### src/rtl/ex_mem_pkg.sv
// Shared types and defaults for the EX->MEM pipeline stage.
// Holds the access FSM state encoding, width defaults and write-back select codes.
// No logic; imported by ex_mem_stage and mem_timeout_ctr.
package ex_mem_pkg;

  localparam int DATA_W_DEF  = 8;
  localparam int INSTR_W_DEF = 19;

  // Access FSM: IDLE accepts from EX, ACCESS holds a memory request open.
  typedef enum logic {
    IDLE   = 1'b0,
    ACCESS = 1'b1
  } state_t;

  // reg_write_mux encodings: which result the write-back stage selects.
  localparam logic [1:0] WB_SEL_ALU   = 2'd0;
  localparam logic [1:0] WB_SEL_SHIFT = 2'd1;
  localparam logic [1:0] WB_SEL_MEM   = 2'd2;
  localparam logic [1:0] WB_SEL_PC    = 2'd3;

endpackage

### src/rtl/mem_timeout_ctr.sv
// Watchdog for an outstanding data-memory access; flags when the limit is reached.
// Latency: expired is combinational from the count, asserted in the final allowed cycle.
// Backpressure: none; start clears the count, active advances it each cycle.
module mem_timeout_ctr
  import ex_mem_pkg::*;
#(
  parameter int TIMEOUT_CYCLES = 15
) (
  input  logic clk,
  input  logic reset,
  input  logic start,
  input  logic active,
  output logic expired
);

  localparam int CNT_W = (TIMEOUT_CYCLES > 1) ? $clog2(TIMEOUT_CYCLES) : 1;

  logic [CNT_W-1:0] cnt;

  // Count cycles spent in ACCESS; a fresh access always starts from zero.
  always_ff @(posedge clk or posedge reset) begin
    if (reset) begin
      cnt <= '0;
    end else if (start) begin
      cnt <= '0;
    end else if (active) begin
      cnt <= cnt + 1'b1;
    end
  end

  // The edge that ends the TIMEOUT_CYCLES-th ACCESS cycle sees cnt == limit-1.
  assign expired = active && (cnt == CNT_W'(TIMEOUT_CYCLES - 1));

endmodule

### src/rtl/ex_mem_stage.sv
// EX/MEM pipeline register with a blocking data-memory access FSM (IDLE/ACCESS).
// Latency: 1 cycle for non-memory ops; memory ops complete on the edge mem_ack is seen.
// Backpressure: stall is high for the whole access; optional watchdog via EX_MEM_STAGE_TIMEOUT_EN.
module ex_mem_stage
  import ex_mem_pkg::*;
#(
  parameter int DATA_W         = DATA_W_DEF,
  parameter int INSTR_W        = INSTR_W_DEF,
  parameter int TIMEOUT_CYCLES = 15
) (
  input  logic               clk,
  input  logic               reset,
  input  logic               ex_valid,
  input  logic [DATA_W-1:0]  ex_alu_out,
  input  logic [DATA_W-1:0]  ex_shift_out,
  input  logic [DATA_W-1:0]  ex_store_data,
  input  logic [INSTR_W-1:0] ex_instruction,
  input  logic [1:0]         ex_reg_write_mux,
  input  logic               ex_mem_read,
  input  logic               ex_mem_write,
  input  logic               flush,
  output logic               stall,
  output logic               mem_req,
  output logic               mem_we,
  output logic [DATA_W-1:0]  mem_addr,
  output logic [DATA_W-1:0]  mem_wdata,
  input  logic [DATA_W-1:0]  mem_rdata,
  input  logic               mem_ack,
  output logic [DATA_W-1:0]  EX_MEM_mem_out_data,
  output logic [DATA_W-1:0]  EX_MEM_alu_out,
  output logic [DATA_W-1:0]  EX_MEM_shift_out,
  output logic [INSTR_W-1:0] EX_MEM_instruction,
  output logic [1:0]         EX_MEM_reg_write_mux,
  output logic               EX_MEM_valid,
  output logic               mem_err
);

  state_t state, state_nxt;

  logic take_alu;     // non-memory instruction passes straight through
  logic take_mem;     // memory instruction captured, access begins
  logic ack_done;     // access completed by mem_ack
  logic abort;        // access abandoned by the watchdog
  logic timeout_hit;

  // Fields held while the access is outstanding; mem_addr/mem_wdata/mem_we
  // double as the captured alu_out, store data and write flag.
  logic [DATA_W-1:0]  cap_shift;
  logic [INSTR_W-1:0] cap_instr;
  logic [1:0]         cap_mux;

  // Next-state and per-cycle actions; EX inputs only matter in IDLE.
  always_comb begin
    state_nxt = state;
    take_alu  = 1'b0;
    take_mem  = 1'b0;
    ack_done  = 1'b0;
    abort     = 1'b0;
    case (state)
      IDLE: begin
        if (ex_valid && !flush) begin
          if (ex_mem_read || ex_mem_write) begin
            take_mem  = 1'b1;
            state_nxt = ACCESS;
          end else begin
            take_alu = 1'b1;
          end
        end
      end
      ACCESS: begin
        if (mem_ack) begin
          ack_done  = 1'b1;
          state_nxt = IDLE;
        end else if (timeout_hit) begin
          abort     = 1'b1;
          state_nxt = IDLE;
        end
      end
      default: state_nxt = IDLE;
    endcase
  end

  // State register; stall and mem_req are registered copies of "in ACCESS".
  always_ff @(posedge clk or posedge reset) begin
    if (reset) begin
      state   <= IDLE;
      stall   <= 1'b0;
      mem_req <= 1'b0;
    end else begin
      state   <= state_nxt;
      stall   <= (state_nxt == ACCESS);
      mem_req <= (state_nxt == ACCESS);
    end
  end

  // Capture the memory instruction; a store wins when both flags are set.
  always_ff @(posedge clk or posedge reset) begin
    if (reset) begin
      mem_we    <= 1'b0;
      mem_addr  <= '0;
      mem_wdata <= '0;
      cap_shift <= '0;
      cap_instr <= '0;
      cap_mux   <= '0;
    end else if (take_mem) begin
      mem_we    <= ex_mem_write;
      mem_addr  <= ex_alu_out;
      mem_wdata <= ex_store_data;
      cap_shift <= ex_shift_out;
      cap_instr <= ex_instruction;
      cap_mux   <= ex_reg_write_mux;
    end
  end

  // Pipeline register: direct load for ALU ops, captured fields on ack.
  always_ff @(posedge clk or posedge reset) begin
    if (reset) begin
      EX_MEM_mem_out_data  <= '0;
      EX_MEM_alu_out       <= '0;
      EX_MEM_shift_out     <= '0;
      EX_MEM_instruction   <= '0;
      EX_MEM_reg_write_mux <= '0;
      EX_MEM_valid         <= 1'b0;
    end else begin
      EX_MEM_valid <= take_alu || ack_done;
      if (take_alu) begin
        EX_MEM_mem_out_data  <= '0;
        EX_MEM_alu_out       <= ex_alu_out;
        EX_MEM_shift_out     <= ex_shift_out;
        EX_MEM_instruction   <= ex_instruction;
        EX_MEM_reg_write_mux <= ex_reg_write_mux;
      end else if (ack_done) begin
        EX_MEM_mem_out_data  <= mem_we ? '0 : mem_rdata;
        EX_MEM_alu_out       <= mem_addr;
        EX_MEM_shift_out     <= cap_shift;
        EX_MEM_instruction   <= cap_instr;
        EX_MEM_reg_write_mux <= cap_mux;
      end
    end
  end

`ifdef EX_MEM_STAGE_TIMEOUT_EN
  logic mem_err_q;

  mem_timeout_ctr #(
    .TIMEOUT_CYCLES (TIMEOUT_CYCLES)
  ) u_mem_timeout_ctr (
    .clk     (clk),
    .reset   (reset),
    .start   (take_mem),
    .active  (state == ACCESS),
    .expired (timeout_hit)
  );

  // Sticky error: once an access is abandoned it stays flagged until reset.
  always_ff @(posedge clk or posedge reset) begin
    if (reset) begin
      mem_err_q <= 1'b0;
    end else if (abort) begin
      mem_err_q <= 1'b1;
    end
  end

  assign mem_err = mem_err_q;
`else
  logic unused_timeout_cfg;

  assign timeout_hit        = 1'b0;
  assign mem_err            = 1'b0;
  assign unused_timeout_cfg = (TIMEOUT_CYCLES != 0) || abort;
`endif

endmodule

### config.mk
export PLATFORM = sky130hd
export DESIGN_NAME = ex_mem_stage
export DESIGN_NICKNAME = d
export VERILOG_FILES = /design/src/rtl/ex_mem_pkg.sv /design/src/rtl/mem_timeout_ctr.sv /design/src/rtl/ex_mem_stage.sv
export SDC_FILE = /design/constraint.sdc
export NUM_CORES = 1
export LEC_CHECK = 0
export CORE_UTILIZATION = 45
export CTS_CLUSTER_SIZE = 10
export DETAILED_ROUTE_END_ITERATION = 7
export PLACE_DENSITY = 0.77
export REMOVE_ABC_BUFFERS = 1
export SLEW_MARGIN = 20
export SYNTH_ARGS = -nofsm -noshare
export SYNTH_HDL_FRONTEND = slang
export SYNTH_SLANG_ARGS = --single-unit
### constraint.sdc
create_clock -name clk -period 4.4 [get_ports clk]
set_clock_uncertainty 0.2 [all_clocks]
set_input_delay 0.88 -clock clk [delete_from_list [all_inputs] [get_ports clk]]
set_output_delay 0.88 -clock clk [all_outputs]
set_load 0.01 [all_outputs]
; Word-level counts from Yosys, hierarchy flattened
; Index checks and enable logic that the tools add are counted.
[totals]
elab_cells = 40
ff_bits = 93
in_bits = 60
[op_classes]
bitwise = 1
n_mux = 21
reduce_logical = 5
[ops]
columns = op, count
row1 = 8-bit 2-to-1 mux, 7
row2 = 19-bit 2-to-1 mux, 2
row3 = 1-bit 2-to-1 mux, 9
row4 = 2-bit 2-to-1 mux, 2
row5 = 1-bit logical OR, 2
row6 = 1-bit case mux with 2 select lines, 1
row7 = 2-bit nonzero test, 1
row8 = 1-bit logical AND, 1
row9 = 1-bit logical NOT, 1
row10 = 1-bit inverter, 1

; Depth between registers and ports, before layout
; Gate-level depths: netlist of the first run.
[logic_depth]
word_depth = 5
ltp_mapped = 5
depth_no_buf = 3

; Least setup slack after synthesis of the first run
; Ideal clock, no wire load.
[synth_path]
path_kind = in2reg
startpoint = input port flush
endpoint = register cap_instr[0]
t_required_ns = 4.072
path_slack_ns = 2.119
path_buffers = 1
t_arrival_ns = 1.953
stages = 4
cell_sequence = or3b_4 -> nor2_8 -> buf_4 -> mux2_1
[synth_between]
elab_chain_cells = 4
[synth_lines]
columns = element, line
row1 = from (decl), ex_mem_stage.sv:21  ; input logic flush,
row2 = 1-bit logical NOT, ex_mem_stage.sv:61  ; if (ex_valid && !flush) begin
row3 = 1-bit logical AND, ex_mem_stage.sv:61
row4 = 1-bit 2-to-1 mux, ex_mem_stage.sv:61
row5 = 1-bit 2-to-1 mux, ex_mem_stage.sv:59  ; case (state)
row6 = to (signal assigned), ex_mem_stage.sv:110  ; cap_instr <= ex_instruction;
row7 = to (decl), ex_mem_stage.sv:49  ; logic [INSTR_W-1:0] cap_instr;
; No other way between the ends.
; A chain may end at the register's enable or synchronous reset.

==> impl_metrics.tcl, run 1 <==
set metrics [dict create \
    layout.nets 436 \
    yosysUniqueCellTypes 21 \
    r2r-end "EX_MEM_instruction[6]" \
    r2r_slack_ns 1.74 \
    crit_end "mem_req" \
    antenna_found_initial 0 \
    grt_remaining_overflow 0 \
    cp_slowest_stage_delay_ns 0.82 \
    drt_wl_total_mm 8.707 \
    ir_drop_uv 251.8 \
    worst-setup-path-type "reg2out" \
    critPathArrivalTime_ns 1.85 \
    fin_util_pct 66.91 \
    final_layout_size_suffix_gt1_share_pct 8.924 \
    p_leak_nw 2.351 \
    final-max-slew-violation-count 0 \
    first_iter_violations 135 \
    fp.dieH_um 93.36 \
    fmax_ghz 0.3415 \
    synth-seq-cells 93 \
    timing.final.crit_period_ns 2.928 \
    cts_inserted_buffers 9 \
    setup_viol 0 \
    finalSetupTns_ns 0 \
    critical_path.top_delay_family "flip-flops" \
    worst_slew_pin_slew_ns 0.8305 \
    crit_path_end_kind "output port" \
    insertion_delay_ns 0.35 \
    dr.pass1.iters 4 \
    crit_required_ns 3.32 \
    clock-root-buffer "clkbuf_8" \
    start_util_pct 47.62 \
    synth.avg_cell_area_sq_um 14.67 \
    crit_slowest_cell "dfrtp_1" \
    num_antenna_cells 0 \
    finalCritPeriodShare_pct 66.55 \
    reg2reg_depth 4 \
    rsz0062_at_grt "false" \
    path_clk_slew_ns 0.09 \
    rows 32 \
    layout.area.seq_sq_mm 0.002327 \
    dieWidth_um 93.36 \
    hold_viol 0 \
    path_cells "clkdlybuf4s50_1" \
    multi_input_area_sq_mm 0.001301 \
    avgRoutedWirePerCell_um 18.03 \
    slew_headroom_pct 44.63 \
    holdCritPathClass "reg2reg" \
    r2r-start "state" \
    cts_tree "yes" \
    cp_max_fo 24 \
    viasPerCell 5.658 \
    path_buf_inv 1 \
    pin_count 126 \
    start_kind "flip-flop" \
    remaining_drc_errors 0 \
    postCtsSetupBuffers 0 \
    dieArea_sq_mm 0.008716 \
    hpwlAfterDp_mm 5.672 \
    synth_area_sq_mm 0.003756 \
    core_sq_mm 0.007888 \
    grt_max_degree 61 \
    area_delta_synth_final_pct 40.51 \
    startpoint "state" \
    run_status "completed" \
    synth_warnings 0 \
    placement.io_buffers 124 \
    n_fill_cell 588 \
    synthCells 256 \
    cts_resized 0 \
    clkSinkCount 93 \
    grt_pass1_vias 2759 \
    yosysSeqAreaShare_pct 61.96 \
    ant_nets 0 \
    maxCapViolCount 0 \
    holdWs_ns 0.2809 \
    holdBufCountCts 0 \
    powerDensity_mw_per_mm2 499.0 \
    htreeDepth 3 \
    grt.total_usage_pct 21.03 \
    grt_first_pass_wirelength_mm 14.15 \
    gp_congestion 0.7553 \
    min_path_cells 1 \
    clockBufferDepth 2 \
    vias 2733 \
    worst-path-stages 1 \
]
area by class of cell:
| cell class | count | share of cell area, % |
|---|---|---|
| well taps | 102 | 2.418 |
| clock inverters | 7 | 1.849 |
| multi-input cells | 139 | 24.66 |
| flip-flops and latches | 93 | 44.10 |
| inverters | 3 | 0.2608 |
| repair buffers | 130 | 24.37 |
| clock buffers | 9 | 2.347 |
registers in the layout (all words and copies together) (netlist names):
| register | cells |
|---|---|
| EX_MEM_instruction | 19 |
| cap_instr | 19 |
| EX_MEM_alu_out | 8 |
| EX_MEM_mem_out_data | 8 |
| EX_MEM_shift_out | 8 |
| cap_shift | 8 |
| mem_addr | 8 |
| mem_wdata | 8 |
| EX_MEM_reg_write_mux | 2 |
| cap_mux | 2 |
| EX_MEM_valid | 1 |
| mem_we | 1 |
| state | 1 |
cells in the final DEF (no fill, tap or decap), drive strengths merged, types with 3 or more instances in the layout:
cell / n
clkdlybuf4s50: 124
dfrtp: 93
mux2: 46
and3: 37
a221o: 37
clkbuf: 9
a32o: 8
buf: 6
inv: 4
nor2: 3
where the power goes:
group	total (mW)	switching [mW]	internal, mW
Sequential	1.22	0.138	1.08
Clock	0.626	0.304	0.322
Combinational	0.785	0.285	0.501
Total	2.63	0.726	1.91
logic make-up after synthesis:
| family | Yosys count | share of synthesized area [%] |
|---|---|---|
| mux | 46 | 13.79 |
| other cells | 1 | 0.09984 |
| flops | 93 | 61.96 |
| buf+inv | 24 | 3.697 |
| simple gates | 45 | 8.095 |
| compound gates | 47 | 12.36 |
worst min path at each step:
stage	from	end	slack [ns]
floorplan	cap_instr[0]	cap_instr[0]	0.25
global placement	cap_shift[1]	cap_shift[1]	0.26
detailed placement	cap_instr[1]	cap_instr[1]	0.27
CTS	cap_instr[14]	cap_instr[14]	0.29
global route	cap_shift[0]	cap_shift[0]	0.30
finish	cap_instr[7]	cap_instr[7]	0.28
routing by layer:
metal  global-route usage, %  share of wire [%]  up-vias  routed length [um]
met3                   6.667                8.6       10                 746
met2                   31.07                 46      112                3987
li1                        -                  -     1222                   -
met5                       0                  0        -                   0
met4                   6.667                1.4        0                 119
met1                   29.59                 44     1389                3854
Yosys cell counts:
cell       n  area share (%)
dfrtp_1   93              62
nor2_2     1            0.17
a221o_1   37             9.9
a21boi_1   1            0.20
nand2_1    2            0.20
buf_6      3            0.90
nor3b_1    1            0.20
clkbuf_1   9            0.90
mux2_2     6             1.8
nor2_8     1            0.53
nor3_4     1            0.43
mux2_1    40              12
conb_1     1            0.10
a32o_1     8             2.1
inv_1      3            0.30
and3_1    37             6.2
nor2_1     1            0.10
o22ai_1    1            0.17
buf_4      6             1.2
or3b_4     1            0.30
buf_2      3            0.40
stage by stage:
stage               worst slack [ns]  instance area (sq um)  power (mW)  instances
finish                         1.472                   5278       2.633        483
global route                   1.394                   5278       2.766        483
CTS                            1.451                   5276       2.658        483
detailed placement             1.152                   5055       2.027        467
global placement               1.183                   5055       2.002        467
floorplan                     0.8997                   3628       1.532        235
No activity file was read; power rests on OpenSTA's default activity.
==> run 2: changes to the inputs <==
==> constraint.sdc (replaced) <==
create_clock -name clk -period 2.7 [get_ports clk]
set_clock_uncertainty 0.2 [all_clocks]
set_input_delay 0.54 -clock clk [delete_from_list [all_inputs] [get_ports clk]]
set_output_delay 0.54 -clock clk [all_outputs]
set_load 0.01 [all_outputs]
==> run 2 against run 1 <==
Against the previous run:
- die area did not move
- count of clock-buffer cells in the layout rose by 3
- power rose by 62%
- hold slack improved by 0.00089 ns
- critical endpoint is now EX_MEM_alu_out[3]
- highest routed layer unchanged
- global-route usage rose by 1.0 points
==> impl_metrics.tcl, run 2 (synthesis gave the netlist of run 1 again) <==
set metrics [dict create \
    run_status "completed" \
    worstHoldStart "cap_shift[0]" \
    num_antenna_cells 0 \
    n_fill_cell 572 \
    area_delta_synth_final_pct 43.30 \
    start_kind "flip-flop" \
    cts_resized 0 \
    postCtsSetupBuffers 0 \
    grt_pass1_vias 2835 \
    r2r-end "EX_MEM_alu_out[3]" \
    placement.io_buffers 124 \
    first_iter_violations 163 \
    final-max-slew-violation-count 0 \
    p_sw_mw 1.188 \
    crit_path_end_kind "flip-flop" \
    grt.total_usage_pct 22.06 \
    final_layout_size_suffix_gt1_share_pct 10.77 \
    p_leak_nw 2.410 \
    dieArea_sq_mm 0.008716 \
    reg2reg_depth 4 \
    slew_headroom_pct 23.87 \
    cts_inserted_buffers 9 \
    fmax_ghz 0.4148 \
    ant_nets 0 \
    clockBufferDepth 2 \
    hpwlAfterDp_mm 6.069 \
    cp_max_fo 38 \
    finalCritPeriodShare_pct 89.28 \
    grt_max_degree 39 \
    r2r_slack_ns 0.29 \
    grt_remaining_overflow 0 \
    grt_first_pass_wirelength_mm 14.61 \
    vias 2801 \
    finalSetupTns_ns 0 \
    layout_common_cells "clkdlybuf4s50_1 (124), dfrtp_1 (93), mux2_1 (40), and3_1 (37), a221o_1 (37)" \
    hold_path_end "cap_shift[0]" \
    fp.dieH_um 93.36 \
    gp_congestion 0.7120 \
    drt_wl_total_mm 9.083 \
    pin_count 126 \
    maxCapViolCount 0 \
    avgRoutedWirePerCell_um 18.46 \
    p_seq_share_pct 46.6 \
    clock-root-buffer "clkbuf_8" \
    internal_power_mw 3.086 \
    min_path_cells 1 \
    rows 32 \
    placed_cells 476 \
    largest_registers "EX_MEM_instruction: 19 flops, cap_instr: 19 flops" \
    worst_slew_pin_slew_ns 1.139 \
    p_clk_share_pct 22.8 \
    clkSinkCount 93 \
    cp_slowest_stage_delay_ns 0.86 \
    crit_slowest_cell "a21boi_4" \
    holdCritPathClass "reg2reg" \
    worst-setup-path-type "reg2reg" \
    setup_viol 0 \
    core_sq_mm 0.007888 \
    insertion_delay_ns 0.35 \
    layout.nets 445 \
    htreeDepth 3 \
    final_common_cell "clkdlybuf4s50_1" \
    dr.pass1.iters 4 \
    antenna_found_initial 0 \
    start_util_pct 47.62 \
    rsz0062_at_grt "false" \
    swShare_pct 27.80 \
    ir_drop_uv 424.0 \
    critPathArrivalTime_ns 2.49 \
    powerDensity_mw_per_mm2 794.1 \
    r2r-start "state" \
    total_power_mw 4.274 \
    viasPerCell 5.693 \
    holdBufCountCts 0 \
    timing.final.crit_period_ns 2.411 \
    path_cells "nor3b_1, buf_4, a21boi_4, a221o_1" \
    path_clk_slew_ns 0.09 \
    cts_tree "yes" \
    remaining_drc_errors 0 \
    pwr-share-comb_pct 30.6 \
    crit_required_ns 2.78 \
    final_cells 492 \
    hold_viol 0 \
    dieWidth_um 93.36 \
]
[run 2: changes by cell type in the layout (fill, tap and decap cells not counted)]
cell        change
buf_12          +4
bufinv_16       -1
clkinvlp_4      -1
clkbuf_1        +1
inv_4           -1
clkbuf_8        +2
buf_4           +5
[run 2: routing by layer]
| metal | GRT usage, % | part of all wire [%] | up-vias |
|---|---|---|---|
| met5 | 0 | 0 | - |
| met3 | 6.423 | 8.2 | 10 |
| met4 | 6.667 | 1.0 | 0 |
| met1 | 30.50 | 44 | 1426 |
| met2 | 33.76 | 47 | 125 |
| li1 | - | - | 1240 |
[run 2: critical path: cells and delay by family (launching register included)]
family	cells	cell delay (ns)
buffers and inverters	1	0.17
flip-flops	1	0.68
AO/OA/AOI/OAI	2	1.18
AND/OR/NAND/NOR	1	0.11
[run 2: cell type report]
cell class                      instances  area (sq um)  share of cell area [%]
Multi-Input combinational cell        139          1301                   24.17
Clock inverter                          4         55.05                   1.023
Tap cell                              102         127.6                   2.371
Inverter                                3         12.51                  0.2325
Clock buffer                           12         155.1                   2.882
Timing Repair Buffer                  139          1404                   26.08
Sequential cell                        93          2327                   43.24
[run 2: worst max path at each step]
| stage | startpoint | end | slack [ns] | cells after the start |
|---|---|---|---|---|
| 2_1_floorplan | reset | EX_MEM_alu_out[0] | -0.46 | 1 |
| 3_3_place_gp | ex_valid | EX_MEM_shift_out[0] | 0.06 | 5 |
| 3_5_place_dp | ex_valid | EX_MEM_alu_out[3] | 0.005 | 5 |
| 4_1_cts | state | stall | 0.27 | 1 |
| 5_1_grt | state | EX_MEM_alu_out[3] | 0.20 | 4 |
| 6_report | state | EX_MEM_alu_out[3] | 0.29 | 4 |
[run 2: stage by stage]
stage	hold WS [ns]	worst slack [ns]	instance area, sq um	utilization, %
after global routing	0.2951	0.2033	5383	68.24
after global placement	0.2584	0.05756	5172	65.58
final	0.2818	0.2894	5383	68.24
after CTS	0.2858	0.2715	5383	68.24
after floorplan	0.2490	-0.4603	3628	-
after detailed placement	0.2669	0.005359	5172	65.58
[run 2: power by group through the flow]
stage	combinational, mW	sequential (mW)	clock, mW
CTS	1.33	1.99	0.988
detailed placement	1.32	2.01	0
finish	1.31	1.99	0.975
global placement	1.29	2.00	0
floorplan	0.395	2.10	0
global route	1.40	2.03	1.06
==> run 3: changes to the inputs <==
--- a/config.mk
+++ b/config.mk
@@ -5,7 +5,9 @@
 export SDC_FILE = /design/constraint.sdc
 export NUM_CORES = 1
 export LEC_CHECK = 0
-export CORE_UTILIZATION = 45
+export CELL_PAD_IN_SITES_DETAIL_PLACEMENT = 0
+export CELL_PAD_IN_SITES_GLOBAL_PLACEMENT = 1
+export CORE_UTILIZATION = 36
 export CTS_CLUSTER_SIZE = 10
 export DETAILED_ROUTE_END_ITERATION = 7
 export PLACE_DENSITY = 0.77
==> run 3 against run 2 <==
Against the previous run:
- clock power shrank 9.4%
- sequential power about the same
- sequential share of layout area is essentially flat
- cell area about the same
- core utilization shrank 14 points
- via count is 2.8% lower
- critical endpoint is now EX_MEM_alu_out[7]
==> impl_metrics.tcl, run 3 (synthesis gave the netlist of run 1 again) <==
set metrics [dict create \
    run_status "completed" \
    finalCritPeriodShare_pct 82.42 \
    dieArea_sq_mm 0.01085 \
    layout_common_cells "clkdlybuf4s50_1 (124), dfrtp_1 (93), mux2_1 (40), and3_1 (37), a221o_1 (37)" \
    viasPerCell 5.235 \
    area_delta_synth_final_pct 43.37 \
    timing.final.crit_period_ns 2.225 \
    crit_required_ns 2.74 \
    cts_tree "yes" \
    wl_met1_mm 3.886 \
    fin_ws_ns 0.4747 \
    grt_remaining_overflow 0 \
    p_leak_nw 2.390 \
    grt_first_pass_wirelength_mm 14.59 \
    final_layout_size_suffix_gt1_share_pct 10.34 \
    fp.dieH_um 104.1 \
    rows 36 \
    clockBufferDepth 2 \
    dr.max_layer_used "met4" \
    critPathArrivalTime_ns 2.26 \
    maxCapViolCount 0 \
    pin_count 126 \
    cts_resized 0 \
    route.met3.wl_um 666 \
    start_kind "primary input" \
    dr.pass1.iters 4 \
    rsz0062_at_grt "false" \
    fmax_ghz 0.4494 \
    hpwlAfterDp_mm 5.875 \
    path_clk_slew_ns 0.09 \
    avgRoutedWirePerCell_um 16.91 \
    hold_viol 0 \
    r2r_slack_ns 0.54 \
    n_fill_cell 857 \
    final_cells 520 \
    holdWs_ns 0.2821 \
    r2r-end "cap_instr[3]" \
    hold_path_end "cap_instr[0]" \
    worst_slew_pin_slew_ns 0.5790 \
    dieWidth_um 104.1 \
    worst-setup-path-type "in2reg" \
    grt.total_usage_pct 16.75 \
    placed_cells 503 \
    r2r-start "state" \
    holdBufCountCts 0 \
    ant_nets 0 \
    min_path_cells 1 \
    met2_length_mm 4.177 \
    worstHoldStart "cap_instr[0]" \
    antenna_found_initial 0 \
    insertion_delay_ns 0.35 \
    pre_cts_ws_ns -0.01806 \
    powerDensity_mw_per_mm2 773.4 \
    clock-root-buffer "clkbuf_8" \
    fin_util_pct 54.10 \
    drt_wl_total_mm 8.793 \
    start_util_pct 37.73 \
    htreeDepth 3 \
    core_sq_mm 0.009955 \
    final_common_cell "clkdlybuf4s50_1" \
    crit_path_end_kind "flip-flop" \
    cp_max_fo 23 \
    setup_viol 0 \
    finalSetupTns_ns 0 \
    gp_congestion 0.6733 \
    postCtsSetupBuffers 0 \
    reg2reg_depth 5 \
    slew_headroom_pct 61.31 \
    placement.io_buffers 124 \
    cts_inserted_buffers 9 \
    holdCritPathClass "reg2reg" \
    first_iter_violations 113 \
    largest_registers "EX_MEM_instruction: 19 flops, cap_instr: 19 flops" \
    clkSinkCount 93 \
    vias 2722 \
    num_antenna_cells 0 \
    remaining_drc_errors 0 \
    final-max-slew-violation-count 0 \
    grt_pass1_vias 2802 \
    layout.nets 442 \
    ir_drop_uv 386.0 \
    grt_max_degree 94 \
]
[run 3: cell types whose count changed in the layout (fill, tap and decap cells not counted)]
cell and change:
buf_12 -1, inv_6 +1, clkbuf_1 -1, inv_8 +2
buf_4 -3, buf_16 +1, clkbuf_8 -2, clkinv_4 +1
bufinv_16 -1
[run 3: critical path, stage by stage]
cell and delay (ns):
clkdlybuf4s50_1 0.48, nor3b_1 0.44, a21boi_4 0.25, buf_16 0.23, a221o_1 0.30
[run 3: metrics by stage]
step	area (sq um)	power, mW
5_1_grt	5385	4.407
4_1_cts	5358	4.229
3_3_place_gp	5169	3.285
2_1_floorplan	3628	2.497
3_5_place_dp	5169	3.316
6_report	5385	4.165
[run 3: routing by layer]
layer	global-route usage (%)	vias up
met5	0	-
met4	3.367	0
met3	6.140	8
met2	26.71	103
met1	21.89	1374
li1	-	1237
[run 3: how the worst max path moves through the flow]
stage	from	end	slack, ns	cells after the start
detailed placement	ex_mem_read	EX_MEM_shift_out[7]	-0.02	4
finish	ex_valid	EX_MEM_alu_out[7]	0.47	5
floorplan	reset	EX_MEM_alu_out[0]	-0.46	1
global placement	ex_mem_read	EX_MEM_instruction[9]	0.02	4
global route	ex_valid	EX_MEM_alu_out[7]	0.37	5
CTS	ex_mem_read	EX_MEM_shift_out[7]	0.36	4
[run 3: power breakdown]
group / switching (mW) / total (mW) / internal, mW
Clock: 0.525 / 0.883 / 0.357
Sequential: 0.211 / 1.98 / 1.77
Combinational: 0.469 / 1.30 / 0.835
[run 3: cell type report]
cell class | instances | area, sq um | share of cell area (%)
Sequential cell | 93 | 2327 | 43.22
Timing Repair Buffer | 136 | 1389 | 25.79
Multi-Input combinational cell | 139 | 1301 | 24.16
Tap cell | 133 | 166.4 | 3.090
Clock buffer | 9 | 123.9 | 2.300
Clock inverter | 7 | 65.06 | 1.208
Inverter | 3 | 12.51 | 0.2323
